**src/rtl/chunked_serial_adder_if.sv**
```systemverilog
// Operand/result handshake bundle for chunked_serial_adder.
//   master: producer/consumer side (drives operands and out_ready)
//   slave : adder side (drives in_ready and the result)
// Signals: in_valid/in_ready, a, b, sub, cin   -- operand handshake
//          out_valid/out_ready, sum, cout, ovf -- result handshake
interface chunked_serial_adder_if #(
  parameter int WIDTH = 64
);
  logic             in_valid;
  logic             in_ready;
  logic [WIDTH-1:0] a;
  logic [WIDTH-1:0] b;
  logic             sub;
  logic             cin;
  logic             out_valid;
  logic             out_ready;
  logic [WIDTH-1:0] sum;
  logic             cout;
  logic             ovf;

  modport master (
    output in_valid, a, b, sub, cin, out_ready,
    input  in_ready, out_valid, sum, cout, ovf
  );

  modport slave (
    input  in_valid, a, b, sub, cin, out_ready,
    output in_ready, out_valid, sum, cout, ovf
  );
endinterface

```
**src/rtl/chunked_serial_adder.sv**
```systemverilog
// Multi-cycle adder/subtractor that processes CHUNK bits per clock.
// An operand set is accepted in IDLE, added over N = WIDTH/CHUNK cycles in
// RUN, and the result is held in DONE until the consumer takes it.
// Ports:
//   clk   - rising-edge clock
//   rst_n - asynchronous active-low reset
//   bus   - slave side of chunked_serial_adder_if (operands in, result out)
module chunked_serial_adder #(
  parameter int WIDTH = 64,
  parameter int CHUNK = 16
) (
  input logic                  clk,
  input logic                  rst_n,
  chunked_serial_adder_if.slave bus
);

  localparam int N  = WIDTH / CHUNK;
  localparam int KW = (N > 1) ? $clog2(N) : 1;

  typedef enum logic [1:0] {IDLE, RUN, DONE} state_t;

  state_t           state_q, state_d;
  logic [WIDTH-1:0] a_q, a_d;
  logic [WIDTH-1:0] b_q, b_d;
  logic             carry_q, carry_d;
  logic [KW-1:0]    k_q, k_d;
  logic [WIDTH-1:0] sum_q, sum_d;
  logic             cout_q, cout_d;
  logic             ovf_q, ovf_d;

  int unsigned      base;
  logic [CHUNK-1:0] chunk_a;
  logic [CHUNK-1:0] chunk_b;
  logic [CHUNK-1:0] chunk_s;
  logic             chunk_c;
  logic             carry_into_msb;

  always_ff @(posedge clk or negedge rst_n) begin
    if (!rst_n) begin
      state_q <= IDLE;
      a_q     <= '0;
      b_q     <= '0;
      carry_q <= 1'b0;
      k_q     <= '0;
      sum_q   <= '0;
      cout_q  <= 1'b0;
      ovf_q   <= 1'b0;
    end else begin
      state_q <= state_d;
      a_q     <= a_d;
      b_q     <= b_d;
      carry_q <= carry_d;
      k_q     <= k_d;
      sum_q   <= sum_d;
      cout_q  <= cout_d;
      ovf_q   <= ovf_d;
    end
  end

  always_comb begin
    state_d = state_q;
    a_d     = a_q;
    b_d     = b_q;
    carry_d = carry_q;
    k_d     = k_q;
    sum_d   = sum_q;
    cout_d  = cout_q;
    ovf_d   = ovf_q;

    base    = 32'(k_q) * 32'(CHUNK);
    chunk_a = a_q[base +: CHUNK];
    chunk_b = b_q[base +: CHUNK];
    {chunk_c, chunk_s} = {1'b0, chunk_a} + {1'b0, chunk_b} + {{CHUNK{1'b0}}, carry_q};
    // Carry into the chunk's top bit recovered from that bit's sum equation.
    carry_into_msb = chunk_a[CHUNK-1] ^ chunk_b[CHUNK-1] ^ chunk_s[CHUNK-1];

    unique case (state_q)
      IDLE: begin
        if (bus.in_valid) begin
          a_d     = bus.a;
          b_d     = bus.sub ? ~bus.b : bus.b;
          carry_d = bus.sub ? 1'b1 : bus.cin;
          k_d     = '0;
          state_d = RUN;
        end
      end
      RUN: begin
        sum_d[base +: CHUNK] = chunk_s;
        carry_d              = chunk_c;
        if (k_q == KW'(N - 1)) begin
          cout_d  = chunk_c;
          ovf_d   = carry_into_msb ^ chunk_c;
          // Counter parked at 0 rather than N so the chunk select never
          // points past the operand while waiting in DONE.
          k_d     = '0;
          state_d = DONE;
        end else begin
          k_d = k_q + KW'(1);
        end
      end
      DONE: begin
        if (bus.out_ready) begin
          state_d = IDLE;
        end
      end
      default: state_d = IDLE;
    endcase
  end

  assign bus.in_ready  = (state_q == IDLE);
  assign bus.out_valid = (state_q == DONE);
  assign bus.sum       = sum_q;
  assign bus.cout      = cout_q;
  assign bus.ovf       = ovf_q;

endmodule

```
**src/flat_wrapper.sv**
```systemverilog
// flat-port wrapper written by rule: the top's interface ports become plain ports
module chunked_serial_adder_flat 
#(
  parameter int WIDTH = 64,
  parameter int CHUNK = 16
)
  (clk, rst_n, bus_in_valid, bus_a, bus_b, bus_sub, bus_cin, bus_out_ready, bus_in_ready, bus_out_valid, bus_sum, bus_cout, bus_ovf);
  chunked_serial_adder_if #(.WIDTH(WIDTH)) bus_i ();
  input logic clk;
  input logic rst_n;
  input wire logic [$bits(bus_i.in_valid)-1:0] bus_in_valid;
  input wire logic [$bits(bus_i.a)-1:0] bus_a;
  input wire logic [$bits(bus_i.b)-1:0] bus_b;
  input wire logic [$bits(bus_i.sub)-1:0] bus_sub;
  input wire logic [$bits(bus_i.cin)-1:0] bus_cin;
  input wire logic [$bits(bus_i.out_ready)-1:0] bus_out_ready;
  output wire logic [$bits(bus_i.in_ready)-1:0] bus_in_ready;
  output wire logic [$bits(bus_i.out_valid)-1:0] bus_out_valid;
  output wire logic [$bits(bus_i.sum)-1:0] bus_sum;
  output wire logic [$bits(bus_i.cout)-1:0] bus_cout;
  output wire logic [$bits(bus_i.ovf)-1:0] bus_ovf;
  assign bus_i.in_valid = bus_in_valid;
  assign bus_i.a = bus_a;
  assign bus_i.b = bus_b;
  assign bus_i.sub = bus_sub;
  assign bus_i.cin = bus_cin;
  assign bus_i.out_ready = bus_out_ready;
  assign bus_in_ready = bus_i.in_ready;
  assign bus_out_valid = bus_i.out_valid;
  assign bus_sum = bus_i.sum;
  assign bus_cout = bus_i.cout;
  assign bus_ovf = bus_i.ovf;
  chunked_serial_adder #(.WIDTH(WIDTH), .CHUNK(CHUNK)) u_core (.clk(clk), .rst_n(rst_n), .bus(bus_i));
endmodule
```
**config.mk**
```make
export PLATFORM = sky130hd
export DESIGN_NAME = chunked_serial_adder_flat
export DESIGN_NICKNAME = d
export VERILOG_FILES = /design/src/rtl/chunked_serial_adder_if.sv /design/src/rtl/chunked_serial_adder.sv /design/src/flat_wrapper.sv
export SDC_FILE = /design/constraint.sdc
export NUM_CORES = 1
export LEC_CHECK = 0
export BUFFER_PORTS_ARGS = -buffer_cell sky130_fd_sc_hd__buf_2
export CAP_MARGIN = 20
export CORE_MARGIN = 5
export CORE_UTILIZATION = 40
export CTS_BUF_LIST = sky130_fd_sc_hd__clkbuf_8 sky130_fd_sc_hd__clkbuf_16
export CTS_CLUSTER_SIZE = 16
export DETAILED_ROUTE_END_ITERATION = 6
export PLACE_DENSITY_LB_ADDON = 0.3
export SYNTH_ARGS = -nofsm -noshare
export SYNTH_HDL_FRONTEND = slang
export SYNTH_SLANG_ARGS = --single-unit
```
**constraint.sdc**
```tcl
create_clock -name clk -period 3.7 [get_ports clk]
set_input_delay 0.185 -clock clk [delete_from_list [all_inputs] [get_ports clk]]
set_output_delay 0.185 -clock clk [all_outputs]
set_load 0.01 [all_outputs]
```
Yosys cells after proc, flatten, opt, wreduce, memory -nomap -nowiden
Cells that the tools add are included.
{ "totals": {"wordCells": 44, "output_inout_bits": 68, "reg_bits": 199, "inputBits": 134} }
{ "op_classes": {"n_shift": 4, "reduce_logical": 6, "add_sub_neg": 4, "n_bitwise": 4, "n_mux": 12, "eq_ne": 6} }
{ "op_table": {"columns": ["op", "n"], "rows": [
  ["indexed part select 64 x 7 -> 16 bit", 2],
  ["bitwise mux 64 bit", 1],
  ["two-way mux 64 bit", 1],
  ["inverter 64 bit", 1],
  ["variable shift 16 x 34 -> 64 bit (first input constant)", 1],
  ["indexed part select 16 x 34 -> 64 bit", 1],
  ["negation 6 -> 34 bit", 1],
  ["adder 16 x 16 -> 17 bit", 1],
  ["adder 17 x 1 -> 17 bit", 1],
  ["two-way mux 2 bit", 5],
  ["case mux 2 bit (3 select lines)", 1],
  ["AND reduction 2 bit", 3],
  ["== test 2 bit (second input constant)", 2],
  ["!= test 2 bit (second input constant)", 2],
  ["case mux 2 bit (2 select lines)", 1],
  ["AND reduction 3 bit", 1],
  ["XOR 1 bit", 3],
  ["adder 2 x 1 -> 2 bit (second input constant)", 1],
  ["== test 2 x 1 -> 1 bit (second input constant)", 1],
  ["zero test 2 bit", 1],
  ["two-way mux 1 bit", 2],
  ["!= test 2 x 1 -> 1 bit (second input constant)", 1],
  ["case mux 1 bit (2 select lines)", 1],
  ["nonzero test 2 bit", 1]
]} }

Depth between registers and ports, before layout
{ "logic_depth": {"word_depth": 5, "ltp_mapped": 13, "depth_no_buf": 11} }

Least setup slack after synthesis
No wires, ideal clock.
{ "synth_path": {"path_type": "register to register", "from": "register u_core.k_q[0]", "to": "register u_core.cout_q (netlist: u_core.bus.cout)", "synth_period_minus_slack_ps": 3441, "setup_slack_ps": 259, "path_buffers": 2, "required_time_ps": 3575, "arrival_time_ps": 3316, "path_stages_with_launch": 13, "cell_sequence": "dfrtp_1 > buf_2 > buf_2 > mux4_2 > fa_1 > inv_1 > fa_1 > nand2b_1 > a21oi_1 > a211oi_2 > a21oi_1 > o32a_1 > mux2_2"} }
{ "synth_between": {"elab_chain_cells": 3, "elab_cells_between_ends": 6, "classes_between": "2 x add/sub; 1 x eq/ne; 2 x shift; 1 x reduce/logical"} }
{ "synth_lines": {"columns": ["item", "line", "source"], "rows": [
  ["start: declaration", "chunked_serial_adder.sv:26", "logic [KW-1:0] k_q, k_d;"],
  ["start signal: assignment", "chunked_serial_adder.sv:53", "k_q <= k_d;"],
  ["indexed part select 64 x 7 -> 16 bit (on tied branches)", "chunked_serial_adder.sv:71, chunked_serial_adder.sv:72", null],
  ["adder 16 x 16 -> 17 bit", "chunked_serial_adder.sv:73", "{chunk_c, chunk_s} = {1'b0, chunk_a} + {1'b0, chunk_b} + {{CHUNK{1'b0}}, carry_q};"],
  ["adder 17 x 1 -> 17 bit", "chunked_serial_adder.sv:73", null],
  ["end signal: assignment", "chunked_serial_adder.sv:55", "cout_q <= cout_d;"],
  ["end: declaration", "chunked_serial_adder.sv:28", "logic cout_q, cout_d;"]
]} }
Parallel ways exist; a longest one is shown, timed or not.
A chain may end at the register's enable or synchronous reset.

Worst setup path after layout
{ "layout_path": {"from": "register u_core.k_q[0]", "to": "register u_core.sum_q[43] (netlist: u_core.bus.sum[43])"} }
{ "layout_between": {"elab_chain_cells": 5, "elab_cells_between_ends": 8, "classes_between": "3 x add/sub; 4 x shift; 1 x mux"} }
{ "layout_lines": {"columns": ["item", "line", "source"], "rows": [
  ["indexed part select 64 x 7 -> 16 bit (on tied branches)", "chunked_serial_adder.sv:71, chunked_serial_adder.sv:72", null],
  ["adder 16 x 16 -> 17 bit", "chunked_serial_adder.sv:73", null],
  ["adder 17 x 1 -> 17 bit", "chunked_serial_adder.sv:73", null],
  ["indexed part select 16 x 34 -> 64 bit", "chunked_serial_adder.sv:88", "sum_d[base +: CHUNK] = chunk_s;"],
  ["bitwise mux 64 bit (*)", "chunked_serial_adder.sv:88", null],
  ["end signal: assignment", "chunked_serial_adder.sv:54", "sum_q <= sum_d;"],
  ["end: declaration", "chunked_serial_adder.sv:27", "logic [WIDTH-1:0] sum_q, sum_d;"]
]} }
Mark *: on every way between the ends. The rest lies on a longest branch, timed or not.

==> flow_metrics.py <==
metrics = {
    "run_status": {
        "status": "completed",
    },
    "yosys": {
        "post_synth.cell_area_avg_um2": 10.6,
        "synth.distinct_cells": 42,
        "synth_flop_cell": "sky130_fd_sc_hd__dfrtp_1",
        "synth_fp_nets": 1041,
        "synthCells": 884,
        "postSynthRegisterBits": 199,
        "postSynth.asyncResetShare_pct": 100,
        "yosysWarningCount": 0,
        "synth-edff-count": 0,
        "synth_seq_area_share_pct": 53.2,
        "syn_area_mm2": 0.00937,
    },
    "cells_and_area": {
        "layout_common_cells": "sky130_fd_sc_hd__nand2_1 (289), sky130_fd_sc_hd__buf_2 (199), sky130_fd_sc_hd__dfrtp_1 (197)",
        "nNetsFinal": 1291,
        "final_core_util_pct": 51.1,
        "final_layout_size_suffix_gt1_share_pct": 25.2,
        "flow.area_growth_from_synthesis_pct": 27.0,
        "mostFrequentLayoutCell": "sky130_fd_sc_hd__nand2_1",
    },
    "setup_path": {
        "r2r-start": "u_core.k_q[0]",
        "worst_path_dominant_cell_family": "compound AO/OA/AOI/OAI gates",
        "cp-end-kind": "register",
        "path_buf_inv": 1,
        "critical_path_peak_fanout": 23,
        "crit_start": "u_core.k_q[0]",
        "crit_arrival_ns": 3.67,
        "critical_path.cell_chain": "buf_12 -> mux4_2 -> ha_1 -> a21o_1 -> a21oi_2 -> a21boi_2 -> a221oi_4 -> o21ai_1 -> xor2_1 -> a22o_1",
        "worst-endpoint-required_ns": 4.06,
        "startpoint_type": "register",
        "timing.critical_path.slowest_cell_delay_ns": 0.60,
        "critPathSlowestCell": "sky130_fd_sc_hd__dfrtp_2",
        "worst-setup-path-type": "register to register",
    },
    "routing": {
        "drt_first_pass_iters": 4,
        "drt_first_iter_violations": 472,
        "dr_total_vias": 7255,
        "totalWireLength_mm": 25.6,
        "post_drt_via_cell_ratio": 4.95,
        "drt-wirelength-per-cell_um": 17.5,
        "ant_nets": 0,
        "drc": 0,
    },
    "die": {
        "die_height_um": 163,
        "initial_utilization_pct": 40.3,
        "design.die.area_mm2": 0.0266,
        "core_mm2": 0.0233,
        "floorplan.io_pins": 202,
        "rows": 56,
        "fp.dieW_um": 163,
    },
    "placed_design": {
        "place.port_buffers": 201,
        "detailed_place_hpwl_mm": 18.5,
        "place_worst_setup_slack_ns": 0.397,
        "place_congestion": 0.847,
    },
    "power_and_ir_drop": {
        "power.leakage_uw": 0.00590,
        "seq_power_share_pct": 32.9,
        "sw_frac_of_total_pct": 43.6,
        "combinationalPowerShare_pct": 51.2,
        "power.internal_uw": 6170,
        "powerDensity_mw_per_mm2": 919,
        "p_sw_uw": 4770,
        "peakVddDrop_uv": 481,
        "finalPower_uw": 10900,
        "clock_network_fraction_of_total_power_pct": 16.0,
    },
    "clock_tree": {
        "hold_buffers": 65,
        "cts-buffers-inserted": 17,
        "clk_transition_reported_paths_ns": 0.07,
        "clock_latency_ns": 0.43,
        "cts.sinks": 199,
        "h-tree-depth": 4,
        "clock_tree_root_driver_cell": "sky130_fd_sc_hd__clkbuf_16",
        "cts_post_setup_buffers_inserted": 0,
        "cts_tree": "built",
        "ctsLongestPathBuffers": 2,
        "post_cts_resized": 0,
    },
    "sta": {
        "post-route-worst-setup-slack_ns": 0.390,
        "setup_viol": 0,
        "timing_max_transition_violations_final": 0,
        "tightest_slew_ns": 1.04,
        "maxClockFrequency_mhz": 302,
        "layout_worst_path_cycle_share_pct": 89.4,
        "setup_tns_ns": 0,
        "max_slew_margin_pct": 30.2,
        "period_minus_slack_ns": 3.31,
        "setup_skew_after_layout_ns": 0.00849,
        "timing_hold_violations_final": 0,
        "rsz0062_at_grt": "false",
    },
    "flow_run": {
        "max-cap-violations": 0,
    },
    "min_path": {
        "hold_path.startpoint": "bus_b[29]",
        "min-delay-path-class": "primary input to register",
    },
    "grt": {
        "grt_use_total_pct": 19.6,
        "grt_pass1_wl_mm": 40.5,
        "grt_max_degree": 84,
        "number_of_global_route_vias_before_repair": 7432,
        "number_of_antenna_violations_at_the_first_check_in_global_routing": 0,
        "global_route.overflow_total": 0,
    },
}
## final timing paths
path / end / slack (ns) / depth (start not counted)
min in group asynchronous: u_core.b_q[6] / 0.38 / 2
min reg2reg: u_core.a_q[5] / 0.47 / 2
max reg2reg: u_core.bus.sum[43] / 0.39 / 10
max in group asynchronous: u_core.bus.sum[45] / 2.48 / 3
min: u_core.b_q[29] / 0.03 / 3
max: u_core.bus.sum[43] / 0.39 / 10
## synth_stat cells, types with 2 or more instances
cell type / count / share of area (%)
sky130_fd_sc_hd__ha_1: 21 / 2.8
sky130_fd_sc_hd__xor2_1: 6 / 0.56
sky130_fd_sc_hd__inv_1: 5 / 0.20
sky130_fd_sc_hd__nor2b_1: 2 / 0.13
sky130_fd_sc_hd__a21oi_1: 13 / 0.69
sky130_fd_sc_hd__nor2_1: 13 / 0.52
sky130_fd_sc_hd__xnor2_1: 71 / 6.6
sky130_fd_sc_hd__nand3_1: 4 / 0.21
sky130_fd_sc_hd__clkbuf_1: 34 / 1.4
sky130_fd_sc_hd__o21ai_1: 3 / 0.16
sky130_fd_sc_hd__dfrtp_1: 199 / 53
sky130_fd_sc_hd__mux4_2: 32 / 7.7
sky130_fd_sc_hd__nand2_1: 290 / 12
sky130_fd_sc_hd__buf_2: 8 / 0.43
sky130_fd_sc_hd__a22o_1: 52 / 4.9
sky130_fd_sc_hd__fa_1: 2 / 0.43
sky130_fd_sc_hd__buf_1: 5 / 0.20
sky130_fd_sc_hd__o21ai_0: 83 / 4.4
sky130_fd_sc_hd__nand2b_1: 5 / 0.33
sky130_fd_sc_hd__a211oi_1: 2 / 0.16
sky130_fd_sc_hd__a21o_1: 2 / 0.16
sky130_fd_sc_hd__nand4_1: 5 / 0.33
sky130_fd_sc_hd__buf_6: 5 / 0.60
sky130_fd_sc_hd__o31ai_1: 3 / 0.24
sky130_fd_sc_hd__o21a_1: 2 / 0.16
## sequential cells by signal (all words and copies together), names as in the netlist
name,count
u_core.bus.ovf,1
u_core.k_q,2
u_core.b_q,64
u_core.carry_q,1
u_core.bus.cout,1
u_core.bus.sum,64
u_core.a_q,64
u_core.state_q,2
## area by class of cell
type / count / area (um2)
Antenna cell: 1 / 2.50
Clock buffer: 17 / 425
Clock inverter: 15 / 115
Fill cell: 2156 / 11400
Inverter: 5 / 18.8
Multi-Input combinational cell: 627 / 4130
Sequential cell: 199 / 4980
Tap cell: 319 / 399
Timing Repair Buffer: 284 / 1830
## metrics by stage
stage	std cells	area (um2)	hold slack (ns)
5_1_grt	1466	11900	0.0413
4_1_cts	1466	11900	0.0160
2_1_floorplan	884	9370	-0.111
3_5_place_dp	1369	10700	0.280
6_report	1467	11900	0.0328
3_3_place_gp	1369	10700	0.272
## logic make-up (layout without fill, tap and decap cells)
logic type	count (synthesis)	after routing	share of synthesized area, %
fa+ha+maj	23	23	3.23
flops	199	199	53.2
simple gates	324	324	13.5
buf+inv	58	321	2.87
other cells	0	1	0
mux	33	33	7.81
xor+xnor	78	78	7.37
compound gates	169	169	12.0
## worst min-delay path: cells and delay by family
kind,cells,cell delay (ns)
XOR/XNOR,1,0.09
buffers and inverters,1,0.08
AO/OA/AOI/OAI,1,0.06
## layer usage
layer	global-route usage, %	vias to the layer above	part of all wire [%]
met5	0	-	0
met1	26.6	3508	44
met4	5.95	0	1.7
li1	-	3513	-
met2	32.5	202	49
met3	3.18	32	4.8
## power groups by stage
stage	clock network (uW)	registers, uW	logic, uW
after detailed placement	0	3620	5550
after floorplan	0	3430	3970
after global placement	0	3620	5450
after CTS	1780	3590	5630
final	1750	3590	5600
after global routing	1870	3690	6210
(Power assumes the default switching activity.)
